$ cat src/rtl/spi_reg_bank_poci_if.sv
// Bus between the PICO decode stage and the register bank: write strobe, read pointer,
// POCI byte framing and the parallel register export.
interface spi_reg_bank_poci_if #(
    parameter int NUM_REGS = 16
);
    // wr_valid and byte_start are one-cycle strobes with no ready/back-pressure:
    // the bank accepts wr_addr/wr_data whenever wr_valid is high on a posedge.
    logic                  wr_valid;
    logic [7:0]            wr_addr;
    logic [7:0]            wr_data;
    logic [7:0]            rd_addr;
    logic                  byte_start;
    logic                  poci;
    logic [NUM_REGS*8-1:0] reg_out;
    logic [2:0]            bit_cnt;
    logic                  wr_err;

    modport master (
        output wr_valid, wr_addr, wr_data, rd_addr, byte_start,
        input  poci, reg_out, bit_cnt, wr_err
    );

    modport slave (
        input  wr_valid, wr_addr, wr_data, rd_addr, byte_start,
        output poci, reg_out, bit_cnt, wr_err
    );
endinterface

$ cat src/rtl/spi_reg_bank_poci.sv
// Configuration register bank: byte writes from the PICO decoder, MSB-first POCI
// serialisation of the addressed register, and a parallel export of all registers.
module spi_reg_bank_poci #(
    parameter int                  NUM_REGS = 16,
    parameter logic [NUM_REGS-1:0] RO_MASK  = '0
) (
    input logic                  sclk,
    input logic                  rstn,
    spi_reg_bank_poci_if.slave   bus
);
    localparam int AW = (NUM_REGS > 1) ? $clog2(NUM_REGS) : 1;

    logic [7:0]    regs [NUM_REGS];
    logic [7:0]    shift_reg;
    logic [2:0]    bit_cnt;
    logic          wr_err;

    logic          wr_in_range;
    logic          rd_in_range;
    logic          wr_ok;
    logic          load;
    logic [AW-1:0] wa;
    logic [AW-1:0] ra;
    logic [7:0]    rd_val;

    assign wa          = bus.wr_addr[AW-1:0];
    assign ra          = bus.rd_addr[AW-1:0];
    assign wr_in_range = ({24'd0, bus.wr_addr} < 32'(NUM_REGS));
    assign rd_in_range = ({24'd0, bus.rd_addr} < 32'(NUM_REGS));
    assign wr_ok       = bus.wr_valid && wr_in_range && !RO_MASK[wa];
    assign load        = bus.byte_start || (bit_cnt == 3'd7);

    // A write landing on the register being loaded this cycle is forwarded,
    // so the streamed byte never shows the stale value.
    always_comb begin
        rd_val = 8'h00;
        if (rd_in_range) rd_val = regs[ra];
        if (wr_ok && (bus.wr_addr == bus.rd_addr)) rd_val = bus.wr_data;
    end

    always_ff @(posedge sclk) begin
        if (!rstn) begin
            for (int i = 0; i < NUM_REGS; i++) regs[i] <= 8'h00;
            wr_err <= 1'b0;
        end else if (bus.wr_valid) begin
            if (wr_ok) regs[wa] <= bus.wr_data;
            else       wr_err   <= 1'b1;
        end
    end

    // byte_start and the bit-7 wrap both funnel into the same single load.
    always_ff @(posedge sclk) begin
        if (!rstn) begin
            shift_reg <= 8'h00;
            bit_cnt   <= 3'd0;
        end else if (load) begin
            shift_reg <= rd_val;
            bit_cnt   <= 3'd0;
        end else begin
            shift_reg <= {shift_reg[6:0], 1'b0};
            bit_cnt   <= bit_cnt + 3'd1;
        end
    end

    always_comb begin
        bus.reg_out = '0;
        for (int i = 0; i < NUM_REGS; i++) bus.reg_out[8*i +: 8] = regs[i];
    end

    assign bus.poci    = shift_reg[7];
    assign bus.bit_cnt = bit_cnt;
    assign bus.wr_err  = wr_err;
endmodule

$ cat src/flat_wrapper.sv
// flat-port wrapper written by rule: the top's interface ports become plain ports
module spi_reg_bank_poci_flat 
#(
    parameter int                  NUM_REGS = 16,
    parameter logic [NUM_REGS-1:0] RO_MASK  = '0
)
  (sclk, rstn, bus_wr_valid, bus_wr_addr, bus_wr_data, bus_rd_addr, bus_byte_start, bus_poci, bus_reg_out, bus_bit_cnt, bus_wr_err);
  spi_reg_bank_poci_if #(.NUM_REGS(NUM_REGS)) bus_i ();
  input logic sclk;
  input logic rstn;
  input wire logic [$bits(bus_i.wr_valid)-1:0] bus_wr_valid;
  input wire logic [$bits(bus_i.wr_addr)-1:0] bus_wr_addr;
  input wire logic [$bits(bus_i.wr_data)-1:0] bus_wr_data;
  input wire logic [$bits(bus_i.rd_addr)-1:0] bus_rd_addr;
  input wire logic [$bits(bus_i.byte_start)-1:0] bus_byte_start;
  output wire logic [$bits(bus_i.poci)-1:0] bus_poci;
  output wire logic [$bits(bus_i.reg_out)-1:0] bus_reg_out;
  output wire logic [$bits(bus_i.bit_cnt)-1:0] bus_bit_cnt;
  output wire logic [$bits(bus_i.wr_err)-1:0] bus_wr_err;
  assign bus_i.wr_valid = bus_wr_valid;
  assign bus_i.wr_addr = bus_wr_addr;
  assign bus_i.wr_data = bus_wr_data;
  assign bus_i.rd_addr = bus_rd_addr;
  assign bus_i.byte_start = bus_byte_start;
  assign bus_poci = bus_i.poci;
  assign bus_reg_out = bus_i.reg_out;
  assign bus_bit_cnt = bus_i.bit_cnt;
  assign bus_wr_err = bus_i.wr_err;
  spi_reg_bank_poci #(.NUM_REGS(NUM_REGS), .RO_MASK(RO_MASK)) u_core (.sclk(sclk), .rstn(rstn), .bus(bus_i));
endmodule
$ cat config.mk
export PLATFORM = sky130hd
export DESIGN_NAME = spi_reg_bank_poci_flat
export DESIGN_NICKNAME = d
export VERILOG_FILES = /design/src/rtl/spi_reg_bank_poci_if.sv /design/src/rtl/spi_reg_bank_poci.sv /design/src/flat_wrapper.sv
export SDC_FILE = /design/constraint.sdc
export NUM_CORES = 1
export LEC_CHECK = 0
export CAP_MARGIN = 20
export CORE_MARGIN = 3
export CORE_UTILIZATION = 45
export CTS_CLUSTER_DIAMETER = 40
export CTS_CLUSTER_SIZE = 16
export DETAILED_ROUTE_END_ITERATION = 6
export PLACE_DENSITY = 0.77
export SETUP_SLACK_MARGIN = 0.05
export SYNTH_ARGS = -nofsm -noshare
export SYNTH_HDL_FRONTEND = slang
export SYNTH_SLANG_ARGS = --single-unit
$ cat constraint.sdc
create_clock -name sclk -period 2.3 [get_ports sclk]
set_input_delay 0.69 -clock sclk [delete_from_list [all_inputs] [get_ports sclk]]
set_output_delay 0.69 -clock sclk [all_outputs]
set_load 0.05 [all_outputs]
# Yosys cells after proc, flatten, opt, wreduce, memory -nomap -nowiden
# Memories as Yosys holds them, arrays and structs flattened.
# Index checks and enable logic that the tools add are counted.
# word_totals
wordCells,35
romBits,16
inputBits,28
ff_bits,12
n_memories,2
ram_bits,128
output_inout_bits,133
# memory_table
memory,words,word_bits,rd,rd_clocked_by_memory_dff,write_ports,line_no,text
u_core.regs,16,8,17,0,16,spi_reg_bank_poci.sv:13,logic [7:0] regs [NUM_REGS];
(no name shown),16,1,1,0,0,spi_reg_bank_poci.sv:30,assign wr_ok = bus.wr_valid && wr_in_range && !RO_MASK[wa];
# op_classes
mux,12
add_sub_neg,1
reduce_logical,9
n_eq_ne,2
n_bitwise,2
order_cmp,3
# ops
op,count
$mux W8,4
$lt A8 B5 Y1 const B,2
$eq A8 B8 Y1,1
$reduce_or A8 Y1,1
$mux W1,7
$lt A4 B5 Y1 const B,1
$mux W4,1
$reduce_and A2 Y1,2
$add A3 B1 Y3 const B,1
$eq A3 B3 Y1 const B,1
$logic_and A1 B1 Y1,3
$not A1 Y1,2
$reduce_or A2 Y1,1
$logic_not A1 Y1,1
$logic_or A1 B1 Y1,1

# Depth between registers and ports, before layout
# depth
depth_word,10
mapped_depth,8
depth_no_buf,6

# Worst setup path before layout
# OpenSTA, ideal clock, no wires.
# synth_timing
kind,input port to flip-flop
from,in bus_wr_addr[7]
to,mem u_core.regs[5][0] (enable)
stages,4
setup_time_ns,0.384
arrival_time_ns,2.076
setup_slack_ns,-0.160
path_cell_list,nor4_4 > and3_4 > nand3b_4 > o21ai_0
# synth_rtl
item,line_no,text
start: declaration,flat_wrapper.sv:12,input wire logic [$bits(bus_i.wr_addr)-1:0] bus_wr_addr;
end: declaration,spi_reg_bank_poci.sv:13,

# Final worst setup path
# layout_timing
from,in bus_rd_addr[7]
to,reg u_core.shift_reg[6]
# layout_via
elab_chain_cells,4
# layout_rtl
item,line_no,text
start: declaration,flat_wrapper.sv:14,input wire logic [$bits(bus_i.rd_addr)-1:0] bus_rd_addr;
$lt A8 B5 Y1 / $eq A8 B8 Y1 (equally long branches),"spi_reg_bank_poci.sv:29, spi_reg_bank_poci.sv:38",
$mux W8 / $logic_and A1 B1 Y1 (equally long branches),"spi_reg_bank_poci.sv:37, spi_reg_bank_poci.sv:38",
$mux W8 *,spi_reg_bank_poci.sv:38,if (wr_ok && (bus.wr_addr == bus.rd_addr)) rd_val = bus.wr_data;
$mux W8 *,spi_reg_bank_poci.sv:56,end else if (load) begin
end signal: assignment,spi_reg_bank_poci.sv:57,shift_reg <= rd_val;
end signal: assignment,spi_reg_bank_poci.sv:60,"shift_reg <= {shift_reg[6:0], 1'b0};"
end: declaration,spi_reg_bank_poci.sv:14,logic [7:0] shift_reg;
# Every way passes the cells marked *; elsewhere a longest branch is shown, timed or not.
# A chain may end at the register's enable or synchronous reset.

==> impl_metrics.toml <==
[cts]
cts_tree = "yes"
clkSlewWorstSetupHoldPaths_ns = 0.06
clockBufferDepth = 2
cts_buffers = 17
h-tree-depth = 4
worstSkewPairLatency_ns = 0.43
hold_buffers = 0
cts-root-buf = "clkbuf_16"
cts.sinks = 140

[power_and_ir_drop]
p_int_uw = 5260
switching_share_pct = 26.8
clock_power_share_pct = 42.5
power_density_nw_per_um2 = 755
power_switching_uw = 1920
p_leak_uw = 0.00391
max-vdd-ir-drop_uv = 525
pwr-share-seq_pct = 41.5
combPwrFrac_pct = 15.9

[placed_design]
portBuffers = 160
place.gp.congestion = 0.933
dp_hpwl_um = 14800
dp_slack_ns = -0.478

[timing]
fmax_ghz = 0.447
final-max-slew-violation-count = 0
hold_viol = 0
slew_headroom_pct = 64.4
setup_viol = 0
worst-slew-pin-transition_ns = 0.536
period_share_pct = 97.2
setup_slack_ns = 0.0651
fin_crit_ns = 2.23
rsz0062_at_grt = "no"
whs_ns = 0.451
skew_ns = 0.00577

[logic_synthesis]
ys_seq_elements = 140
postSynthAreaPerCell_um2 = 13.6
ys_seq_area_share_pct = 61.0
syn_inst = 491
synth_area_um2 = 6700
mappedNetlistNets = 521
synth_cell_types = 34
synthArstFlopShare_pct = 0
synth-main-ff-cell = "edfxtp_1"
synth_edf_count = 128
ys_warn_count = 0

[min_path]
hp-class = "reg -> reg"
whs_path_depth = 1

[worst_setup_path]
cp_slowest_cell = "clkdlybuf4s50_1"
path_cells = "clkdlybuf4s50_1, nor4_1, buf_4, and2_1, nand3_1, a21oi_1, a221o_1"
reg2reg_depth = 6
crit_arrival_ns = 2.61
cp-end-kind = "flip-flop"
crit_fanout = 7
cp-start-kind = "primary input"
crit_type = "in -> reg"
worstPathRequired_ns = 2.67
cpPeakStageDelay_ns = 0.44

[flow_run]
cap_violations = 0

[die]
die_h_um = 128
core_area_um2 = 14200
dieArea_um2 = 16400
rows = 43
initial_core_util_pct = 47.2
die-width_um = 128
ioPinCount = 161

[final_layout]
diodes = 0
layout_common_cells = "and2_1, edfxtp_1, buf_4"
area_growth_pct = 42.0
layout_commonest_cell = "and2_1"
final_nets = 749
largest_reg_flops = 128
nFillCells = 1042
drive_above_1_share_pct = 25.5

[outcome]
status = "complete, no violations"

[drt]
dr_total_vias = 5181
via_per_inst = 5.68
wl_per_cell_um = 22.9
ant_nets = 0
drt-pass1-iter-count = 5
routed_wl_um = 20900
route.detailed.drc = 0
drt_iter0_drc = 621

[grt]
grt_max_degree = 33
antenna_found_initial = 0
track_usage_pct = 25.8
grt_remaining_overflow = 0
grt_pass1_wl_um = 31000
grt_pass1_vias = 5162
## critical path: cells and delay by family
family / cells / cell delay (ns)
AND/OR/NAND/NOR: 3 / 0.91
buffers and inverters: 2 / 0.63
AO/OA/AOI/OAI: 2 / 0.39
## routing by layer
layer / vias to the layer above / part of all wire, % / track usage [%] / wire length, µm
met5: - / 0 / 0 / 0
met1: 2551 / 40 / 35.6 / 8380
li1: 2276 / - / - / -
met3: 43 / 9.5 / 5.25 / 1990
met2: 311 / 47 / 39.8 / 9890
met4: 0 / 2.9 / 10.9 / 598
## power groups by stage
| stage | clock network [µW] | registers, µW | logic, µW |
|---|---|---|---|
| detailed placement | 0 | 3040 | 1180 |
| global placement | 0 | 3030 | 1170 |
| floorplan | 0 | 3450 | 255 |
| CTS | 3060 | 2980 | 1140 |
| finish | 3060 | 2990 | 1140 |
| global route | 3190 | 2990 | 1180 |
## worst paths after layout
kind                              start               endpoint  slack (ns)
setup reg to reg  u_core.bus.bit_cnt[0]    u_core.shift_reg[4]        0.52
hold reg to reg   u_core.bus.bit_cnt[0]  u_core.bus.bit_cnt[0]        0.45
setup / recovery         bus_rd_addr[7]    u_core.shift_reg[6]        0.07
hold / removal    u_core.bus.bit_cnt[0]  u_core.bus.bit_cnt[0]        0.45
## cells by family (layout without fill, tap and decap cells)
logic type	Yosys count	after routing	share of synthesized area, %
AND/OR/NAND/NOR	194	194	19.4
buffers and inverters	26	267	1.79
flip-flops	140	140	61.0
AO/OA/AOI/OAI	58	58	6.22
adder cells (fa/ha/maj)	2	2	0.373
XOR/XNOR	8	8	1.05
multiplexers	63	63	10.2
## area by class of cell
type | count | area (µm²) | share of cell area, %
flip-flops and latches | 140 | 4080 | 42.9
multi-input cells | 325 | 2550 | 26.8
repair buffers | 235 | 2000 | 21.1
clock buffers | 17 | 425 | 4.47
clock inverters | 15 | 226 | 2.38
well taps | 180 | 225 | 2.37
## synth_stat cells (2+ instances only)
cell type,count,area share (%)
clkbuf_1,12,0.67
nor2_2,12,1.1
edfxtp_1,128,57
o21a_1,2,0.22
dfxtp_1,12,3.6
o21ai_0,13,0.97
and2_1,131,12
nor2b_1,3,0.28
buf_2,12,0.90
buf_4,2,0.22
nor2_1,2,0.11
nor4_4,2,0.64
mux2i_1,59,8.8
nand3_1,14,1.0
a21oi_1,7,0.52
a22oi_1,28,3.1
and2b_1,2,0.22
nand2b_1,6,0.56
nand4_1,4,0.37
a221o_1,7,1.0
mux4_2,4,1.3
ha_1,2,0.37
nand2_1,5,0.28
xnor2_1,8,1.0
nor3_4,4,0.97
nand3b_4,2,0.60
## through the flow
step	setup TNS (ns)	power (µW)	instances	utilization, %	instance area, µm²
CTS	0	7180	911	66.7	9480
global route	0	7370	912	67.0	9520
finish	0	7190	912	67.0	9520
floorplan	-11.19	3700	491	-	6700
detailed placement	-104.20	4210	877	62.5	8880
global placement	-88.97	4200	877	62.5	8880
## repair_timing
item / CTS / global route
pin swaps: 3 / 6
buffers inserted: 2 / 1
gates resized for setup: 90 / 8
endpoints found under the setup margin: 253 / 151
Note: power is estimated with default switching activity, not from simulation.
